<file path="src/rtl/datapath_gen.sv">
// datapath_gen: parametrised register file + ALU datapath fed from a single
// source-selected Xbus, with a req/ack debug snapshot bank for the monitor.
// Optional feature macro: DATAPATH_GEN_PC_INC_EN (PC auto-increment via pc_inc).
module datapath_gen #(
    parameter int unsigned DATA_W = 8,
    parameter int unsigned NGPR   = 3,
    parameter int unsigned SRC_W  = $clog2(NGPR + 5),
    parameter int unsigned DBG_W  = $clog2(NGPR + 7)
) (
    input  logic              clock,
    input  logic              reset,
    input  logic [DATA_W-1:0] RD,
    output logic [DATA_W-1:0] MA,
    output logic [DATA_W-1:0] WD,
    input  logic [SRC_W-1:0]  xsrc,
    input  logic [NGPR+6:0]   xdst,
    input  logic [3:0]        aluop,
    input  logic              pc_inc,
    output logic [DATA_W-1:0] I,
    output logic [2:0]        SZCy,
    input  logic              dbg_req,
    output logic              dbg_ack,
    input  logic [DBG_W-1:0]  dbg_addr0,
    input  logic [DBG_W-1:0]  dbg_addr1,
    output logic [DATA_W-1:0] dbg_data0,
    output logic [DATA_W-1:0] dbg_data1
);

    localparam int unsigned AW      = DATA_W + 1;
    localparam int unsigned NDBG    = NGPR + 7;
    // xdst bit positions above the GPRs
    localparam int unsigned XD_MA   = NGPR + 1;
    localparam int unsigned XD_WD   = NGPR + 2;
    localparam int unsigned XD_I    = NGPR + 3;
    localparam int unsigned XD_T    = NGPR + 4;
    localparam int unsigned XD_R    = NGPR + 5;
    localparam int unsigned XD_FLG  = NGPR + 6;
    // xsrc codes above the GPRs
    localparam int unsigned XS_RD   = NGPR + 1;
    localparam int unsigned XS_R    = NGPR + 2;
    localparam int unsigned XS_FLG  = NGPR + 3;
    localparam int unsigned XS_ONES = NGPR + 4;
    // debug address codes above the GPRs
    localparam int unsigned DB_T    = NGPR + 1;
    localparam int unsigned DB_R    = NGPR + 2;
    localparam int unsigned DB_FLG  = NGPR + 3;
    localparam int unsigned DB_X    = NGPR + 4;
    localparam int unsigned DB_MA   = NGPR + 5;
    localparam int unsigned DB_I    = NGPR + 6;

    typedef enum logic [1:0] {
        S_IDLE    = 2'd0,
        S_CAPTURE = 2'd1,
        S_HOLD    = 2'd2
    } dbg_state_e;

    logic [DATA_W-1:0] pc_q, pc_d;
    logic [DATA_W-1:0] gpr_q [NGPR];
    logic [DATA_W-1:0] gpr_d [NGPR];
    logic [DATA_W-1:0] ma_q, ma_d;
    logic [DATA_W-1:0] wd_q, wd_d;
    logic [DATA_W-1:0] i_q, i_d;
    logic [DATA_W-1:0] t_q, t_d;
    logic [DATA_W-1:0] r_q, r_d;
    logic [DATA_W-1:0] flg_q, flg_d;

    logic [DATA_W-1:0] xbus;
    int unsigned       xsel;
    logic [AW-1:0]     sum_w;
    logic [DATA_W-1:0] alu_res;
    logic              alu_cy;
    logic              cy_in;
    logic [DATA_W-1:0] flg_new;

    logic [DATA_W-1:0] live [NDBG];
    logic [DATA_W-1:0] snap_q [NDBG];
    dbg_state_e        state_q;
    logic              dbg_ack_q;

`ifndef DATAPATH_GEN_PC_INC_EN
    logic unused_pc_inc;
    assign unused_pc_inc = pc_inc;
`endif

    assign cy_in = flg_q[1];

    // Xbus source select; codes past all-ones read as zero
    always_comb begin
        xsel = 32'(xsrc);
        xbus = '0;
        if (xsel == 0) begin
            xbus = pc_q;
        end else if (xsel == XS_RD) begin
            xbus = RD;
        end else if (xsel == XS_R) begin
            xbus = r_q;
        end else if (xsel == XS_FLG) begin
            xbus = flg_q;
        end else if (xsel == XS_ONES) begin
            xbus = '1;
        end
        for (int unsigned k = 0; k < NGPR; k++) begin
            if (xsel == k + 1) begin
                xbus = gpr_q[k];
            end
        end
    end

    // ALU: a = Xbus, b = T; carry/borrow taken from the extra sum bit
    always_comb begin
        sum_w   = '0;
        alu_res = '0;
        alu_cy  = 1'b0;
        case (aluop)
            4'd0: sum_w = {1'b0, xbus} + {1'b0, t_q};
            4'd1: sum_w = {1'b0, xbus} + {1'b0, t_q} + AW'(cy_in);
            4'd2: sum_w = {1'b0, xbus} - {1'b0, t_q};
            4'd3: sum_w = {1'b0, xbus} - {1'b0, t_q} - AW'(cy_in);
            4'd4: sum_w = {1'b0, xbus & t_q};
            4'd5: sum_w = {1'b0, xbus | t_q};
            4'd6: sum_w = {1'b0, xbus ^ t_q};
            4'd7: sum_w = {1'b0, ~xbus};
            4'd8: sum_w = {xbus[DATA_W-1], xbus[DATA_W-2:0], 1'b0};
            4'd9: sum_w = {xbus[0], 1'b0, xbus[DATA_W-1:1]};
            4'd10: sum_w = {xbus[DATA_W-1], xbus[DATA_W-2:0], cy_in};
            4'd11: sum_w = {xbus[0], cy_in, xbus[DATA_W-1:1]};
            4'd12: sum_w = {1'b0, xbus} + AW'(1);
            4'd13: sum_w = {1'b0, xbus} - AW'(1);
            4'd14: sum_w = {1'b0, xbus};
            default: sum_w = {1'b0, t_q};
        endcase
        alu_res = sum_w[DATA_W-1:0];
        alu_cy  = sum_w[DATA_W];
        flg_new = '0;
        flg_new[3:1] = {alu_res[DATA_W-1], (alu_res == '0), alu_cy};
    end

    // Next-state for all architectural registers from xdst enables
    always_comb begin
        pc_d  = pc_q;
        gpr_d = gpr_q;
        ma_d  = ma_q;
        wd_d  = wd_q;
        i_d   = i_q;
        t_d   = t_q;
        r_d   = r_q;
        flg_d = flg_q;
        if (xdst[0]) begin
            pc_d = xbus;
        end
`ifdef DATAPATH_GEN_PC_INC_EN
        else if (pc_inc) begin
            pc_d = pc_q + DATA_W'(1);
        end
`endif
        for (int unsigned k = 0; k < NGPR; k++) begin
            if (xdst[k + 1]) begin
                gpr_d[k] = xbus;
            end
        end
        if (xdst[XD_MA])  ma_d  = xbus;
        if (xdst[XD_WD])  wd_d  = xbus;
        if (xdst[XD_I])   i_d   = xbus;
        if (xdst[XD_T])   t_d   = xbus;
        if (xdst[XD_R])   r_d   = alu_res;
        if (xdst[XD_FLG]) flg_d = flg_new;
    end

    // Architectural register bank
    always_ff @(posedge clock or posedge reset) begin
        if (reset) begin
            pc_q  <= '0;
            gpr_q <= '{default: '0};
            ma_q  <= '0;
            wd_q  <= '0;
            i_q   <= '0;
            t_q   <= '0;
            r_q   <= '0;
            flg_q <= '0;
        end else begin
            pc_q  <= pc_d;
            gpr_q <= gpr_d;
            ma_q  <= ma_d;
            wd_q  <= wd_d;
            i_q   <= i_d;
            t_q   <= t_d;
            r_q   <= r_d;
            flg_q <= flg_d;
        end
    end

    // Live view of every debug-visible value, indexed by debug address
    always_comb begin
        live[0] = pc_q;
        for (int unsigned k = 0; k < NGPR; k++) begin
            live[k + 1] = gpr_q[k];
        end
        live[DB_T]   = t_q;
        live[DB_R]   = r_q;
        live[DB_FLG] = flg_q;
        live[DB_X]   = xbus;
        live[DB_MA]  = ma_q;
        live[DB_I]   = i_q;
    end

    // Snapshot handshake FSM; bank latches pre-edge live values on IDLE->CAPTURE
    always_ff @(posedge clock or posedge reset) begin
        if (reset) begin
            state_q   <= S_IDLE;
            dbg_ack_q <= 1'b0;
            snap_q    <= '{default: '0};
        end else begin
            case (state_q)
                S_IDLE: begin
                    if (dbg_req) begin
                        state_q <= S_CAPTURE;
                        snap_q  <= live;
                    end
                end
                S_CAPTURE: begin
                    if (dbg_req) begin
                        state_q   <= S_HOLD;
                        dbg_ack_q <= 1'b1;
                    end else begin
                        state_q <= S_IDLE;
                    end
                end
                S_HOLD: begin
                    if (!dbg_req) begin
                        state_q   <= S_IDLE;
                        dbg_ack_q <= 1'b0;
                    end
                end
                default: begin
                    state_q   <= S_IDLE;
                    dbg_ack_q <= 1'b0;
                end
            endcase
        end
    end

    // Debug read ports: snapshot while acked, live otherwise, zero out of range
    always_comb begin
        dbg_data0 = '0;
        dbg_data1 = '0;
        if (32'(dbg_addr0) < NDBG) begin
            dbg_data0 = dbg_ack_q ? snap_q[dbg_addr0] : live[dbg_addr0];
        end
        if (32'(dbg_addr1) < NDBG) begin
            dbg_data1 = dbg_ack_q ? snap_q[dbg_addr1] : live[dbg_addr1];
        end
    end

    assign MA      = ma_q;
    assign WD      = wd_q;
    assign I       = i_q;
    assign SZCy    = flg_q[3:1];
    assign dbg_ack = dbg_ack_q;

endmodule

</file>
<file path="config.mk">
export PLATFORM = sky130hd
export DESIGN_NAME = datapath_gen
export DESIGN_NICKNAME = d
export VERILOG_FILES = /design/src/rtl/datapath_gen.sv
export SDC_FILE = /design/constraint.sdc
export NUM_CORES = 1
export LEC_CHECK = 0
export BUFFER_PORTS_ARGS = -buffer_cell sky130_fd_sc_hd__buf_2
export CORE_MARGIN = 2
export CORE_UTILIZATION = 33
export DETAILED_ROUTE_END_ITERATION = 12
export MAX_ROUTING_LAYER = met4
export PLACE_DENSITY = 0.54
export SLEW_MARGIN = 20
export SYNTH_ARGS = -nofsm -noshare
export SYNTH_HDL_FRONTEND = slang
export SYNTH_SLANG_ARGS = --single-unit
</file>
<file path="constraint.sdc">
create_clock -name clock -period 13.6 [get_ports clock]
set_clock_uncertainty 0.2 [all_clocks]
set_input_delay 2.04 -clock clock [delete_from_list [all_inputs] [get_ports clock]]
set_output_delay 2.04 -clock clock [all_outputs]
set_load 0.01 [all_outputs]
</file>
; ---- Yosys cells after proc, flatten, opt, wreduce, memory -nomap -nowiden
; Cells that the tools add are included.
; Widths: inputs -> output; s select.
[op_classes]
n_lt_le_gt_ge = 4
bitwise = 7
n_reduce_logical = 7
multipliers = 0
div_mod_pow = 0
eq_ne = 26
shift = 0
muxes = 32
addsub = 6
[op_table]
columns = cell, count
row1 = $mux 8, 20
row2 = $pmux 9 s15, 1
row3 = $bmux 8 s4, 4
row4 = $eq 4x4->1 const B, 7
row5 = $eq 4x3->1 const B, 4
row6 = $eq 3x3->1 const B, 4
row7 = $ge 5x5->1 const B, 2
row8 = $not 4->5, 2
row9 = $add 8x1->9 const B, 1
row10 = $add 8x8->9, 1
row11 = $add 9x1->9, 1
row12 = $sub 8x1->9 const B, 1
row13 = $sub 8x8->9, 1
row14 = $sub 9x1->9, 1
row15 = $and 8x8->8, 1
row16 = $eq 4x2->1 const B, 2
row17 = $logic_not 8->1, 1
row18 = $lt 4x4->1 const B, 2
row19 = $not 8->8, 1
row20 = $or 8x8->8, 1
row21 = $xor 8x8->8, 1
row22 = $eq 3x2->1 const B, 2
row23 = $mux 2, 3
row24 = $ne 2x2->1 const B, 3
row25 = 13 further kinds, 15
[totals]
out_inout_bits = 44
latch_bits = 0
ramBits = 0
mem_bits_ro = 0
input_bits = 37
n_memories = 0
reg_bits = 153

; ---- Longest topological paths before layout
[logic_depth]
ltp_word = 14
depth_mapped = 20
mapped_depth_nobuf = 18

; ---- Worst setup path after synthesis
; Ideal clock, no wire load.
[synth_path]
path_kind = input port to output port
start = input port xsrc[0]
end = output port dbg_data0[2]
stages = 9
setup_slack_ns = 7.310
n_path_buf = 2
arrival_ns = 4.050
cell_sequence = buf_4 > buf_2 > mux2i_1 > nand3_1 > a21oi_1 > inv_1 > mux4_2 > a2111oi_0 > a221oi_1
[synth_between]
elab_chain_cells = 14
elab_cells_between_ends = 21
classes_between = eq/ne (7) / mux (13) / reduce/logical (1)
[synth_lines]
columns = element, line
row1 = "start, declared", 15  ; input logic [SRC_W-1:0] xsrc,
row2 = $eq 3x3->1, 99  ; end else if (xsel == XS_ONES) begin
row3 = $mux 8, 99
row4 = $mux 8, 97  ; end else if (xsel == XS_FLG) begin
row5 = $mux 8, 95  ; end else if (xsel == XS_R) begin
row6 = $mux 8, 93  ; end else if (xsel == XS_RD) begin
row7 = $mux 8, 91  ; if (xsel == 0) begin
row8 = $mux 8 (2 in series), 103  ; if (xsel == k + 1) begin
row9 = $mux 8 *, 103
row10 = net xbus[2], 67  ; logic [DATA_W-1:0] xbus;
row11 = $bmux 8 s4 *, 247  ; dbg_data0 = dbg_ack_q ? snap_q[dbg_addr0] : live[dbg_addr0];
row12 = $mux 8 (not written as such) * (2 in series), 247
row13 = $mux 8 *, 247
row14 = $mux 8 *, 246  ; if (32'(dbg_addr0) < NDBG) begin
row15 = "end, declared", 25  ; output logic [DATA_W-1:0] dbg_data0,
; The timed path passes the listed nets; every way through them passes the cells marked *. The select of a mux whose other input is x is not followed.

; ---- Worst setup path after layout
; Same ends and word-level chain as after synthesis.

==> flow_summary_export.csv <==
group,metric,value,unit
logic_synthesis,postSynthCellCount,1185,
floorplan,start_util,33.62,%
logic_synthesis,ys_types,78,
logic_synthesis,synth_edf_count,0,
worst_setup_path,crit_buf_inv,4,
worst_setup_path,end_kind,"primary output",
finish,final_cells,1668,
cts,root_buffer,"clkbuf_16",
pwr,finalPower,1976,uW
worst_setup_path,cpPeakStageDelay,580,ps
grt,gr-total-overflow,0,
cts,cts_tree,"done",
cts,clkTransAtPathRegs,70,ps
grt,grt_usage,21.56,%
grt,grt_max_degree,88,
cts,htreeDepth,4,
grt,antenna_found_initial,1,
timing,grt_setup_unrepaired,"no",
timing,slew_headroom,25.94,%
finish,layout.nets,1281,
logic_synthesis,ys_ff_latch,153,
floorplan,fp.dieH,189.3,um
floorplan,core,33700,sq um
timing,setup_viol,0,
finish,final_common_cell,"dfrtp_1",
logic_synthesis,postSynthAreaPerCell,9.562,sq um
logic_synthesis,synth_warnings,0,
floorplan,dieWidth,189.3,um
floorplan,dieArea,35830,sq um
cts,cts_hold_buf,0,
timing,period_share,52.77,%
timing,worst_pin_slew,1111,ps
logic_synthesis,seq_area_frac_synth,33.79,%
timing,finalHoldViolCount,0,
cts,clockBufferDepth,2,
detailed_routing,drcViolationCount,0,
place,place_inst,1635,
cts,cts_buffers,17,
cts,clock_sinks,153,
grt,grt_pass1_vias,9394,
place,io_buffers,79,
logic_synthesis,synthArstFlopShare,100.0,%
detailed_routing,wire_per_inst,22.45,um
worst_setup_path,cp.arrival,4940,ps
detailed_routing,detail_route.first_pass.iterations,7,
timing,fmax,0.1393,GHz
pwr,power.leakage,0.005076,uW
flow_run,max_cap_viol_count,0,
finish,drive_above_1_share,24.12,%
finish,area_growth,11.25,%
worst_setup_path,start_kind,"input pin",
cts,clkLatencyLatePin,430,ps
timing,tns,0,ps
cts,cts_setup_buffers,0,
floorplan,pin_count,81,
place,hpwlAfterDp,26580,um
worst_setup_path,crit_required,11360,ps
detailed_routing,via_per_inst,5.802,
pwr,powerDensity,156.7,nW/um^2
logic_synthesis,synthesis.area,11330,sq um
hold_path,hp-class,"flip-flop to flip-flop",
grt,grt_pass1_wl,57740,um
logic_synthesis,synth_fp_nets,1260,
finish,final_cell_mix,"153 x dfrtp_1, 133 x nor2_1, 120 x a21oi_1",
timing,maxSlewViolCount,0,
worst_setup_path,critPathTopFamily,"buffers and inverters",
timing,min_period,7177,ps
status,status,"completed",
detailed_routing,wirelength,37440,um
place,routabilityCongestion,0.8738,
worst_setup_path,worstSetupPathType,"input pin to primary output",
worst_setup_path,r2r_slack,8570,ps
floorplan,rows,67,
cts,cts-resized-gates,0,
pwr,vdd_drop_max,0.08864,mV
worst_setup_path,path_cells,"buf_2 > mux2i_1 > a22oi_1 > a21oi_1 > buf_4 > inv_1 > mux4_2 > a2111oi_0 > a221oi_1 > buf_2",
detailed_routing,ant_nets,0,
worst_setup_path,cpMaxStageDelayCell,"a2111oi_0",
logic_synthesis,synth_ff_type,"dfrtp_1",
worst_setup_path,crit_path_frequent_cell,"buf_2",
worst_setup_path,worstPathMaxFanout,30,
detailed_routing,vias,9678,
detailed_routing,drt_iter0_markers,906,
finish,finalCoreUtilization,37.41,%
## tightest hold or removal path, cell delays in order (launching register included)
cell	delay [ps]
dfrtp_1	350
nor2_1	40
a21oi_1	100
## worst paths after layout
| path | from | to | cells after the start |
|---|---|---|---|
| min in group asynchronous | reset | snap_q[3] | 2 |
| min | WD[3] | WD[3] | 2 |
| max reg2reg | flg_q[2] | flg_q[2] | 15 |
| max | xsrc[0] | dbg_data0[2] | 10 |
| max in group asynchronous | reset | flg_q[2] | 3 |
| min reg2reg | WD[3] | WD[3] | 2 |
## where the power goes
| part | switching (uW) | leakage, uW | internal [uW] | total, uW |
|---|---|---|---|---|
| Clock | 213 | 0.000276 | 261 | 474 |
| Sequential | 138 | 0.00172 | 580 | 718 |
| Combinational | 422 | 0.00308 | 361 | 783 |
| Total | 773 | 0.00508 | 1200 | 1980 |
## metal layers
metal  vias to the layer above  GRT usage (%)  share of wire, %  wire (um)
met5                         -              -                 0          0
met4                         0          5.784               2.1        771
met3                        48          3.095               4.4       1649
met2                       297          32.63                46      17260
met1                      4883          30.19                47      17760
li1                       4450              -                 -          -
## cell usage after synthesis (32+ instances only)
cell	instances	area, sq um
mux4_2	32	720.7
ha_1	35	437.9
clkbuf_1	62	232.7
nor2_1	133	499.2
dfrtp_1	153	3829
nand2_1	59	221.5
a21oi_1	120	600.6
o21ai_0	51	255.2
inv_1	36	135.1
mux2_2	115	1295
mux2i_1	72	720.7
## kinds of logic (layout without fill, tap and decap cells)
family,Yosys count,in the layout,share of synthesized area (%)
compound gates,330,330,19.19
mux,219,219,24.15
simple gates,292,292,11.95
fa+ha+maj,38,38,4.395
other cells,0,1,0
buf+inv,127,161,4.516
xor+xnor,26,26,2.010
flops,153,153,33.79
## state kept, by name, summed over array words and instances (netlist names)
| register | flops |
|---|---|
| snap_q | 75 |
| gpr_q | 24 |
| I | 8 |
| MA | 8 |
| WD | 8 |
| pc_q | 8 |
| r_q | 8 |
| t_q | 8 |
| flg_q | 3 |
| state_q | 2 |
| dbg_ack | 1 |
## metrics by stage
stage	setup slack, ps	hold slack (ps)	instance area [sq um]
after floorplan	7239	277.1	11330
after global placement	6394	306.3	12030
after detailed placement	6417	313.6	12030
after CTS	6403	330.2	12600
after global routing	6172	344.1	12610
final	6423	327.1	12610
## area by class of cell
cell class                      count  area (sq um)
Tap cell                          448         560.5
Timing Repair Buffer               91         490.5
Clock buffer                       18         439.2
Clock inverter                     14         138.9
Fill cell                        3427         21090
Sequential cell                   153          3829
Antenna cell                        1         2.502
Inverter                           38         150.1
Multi-Input combinational cell    905          6995
(Power assumes the default switching activity.)
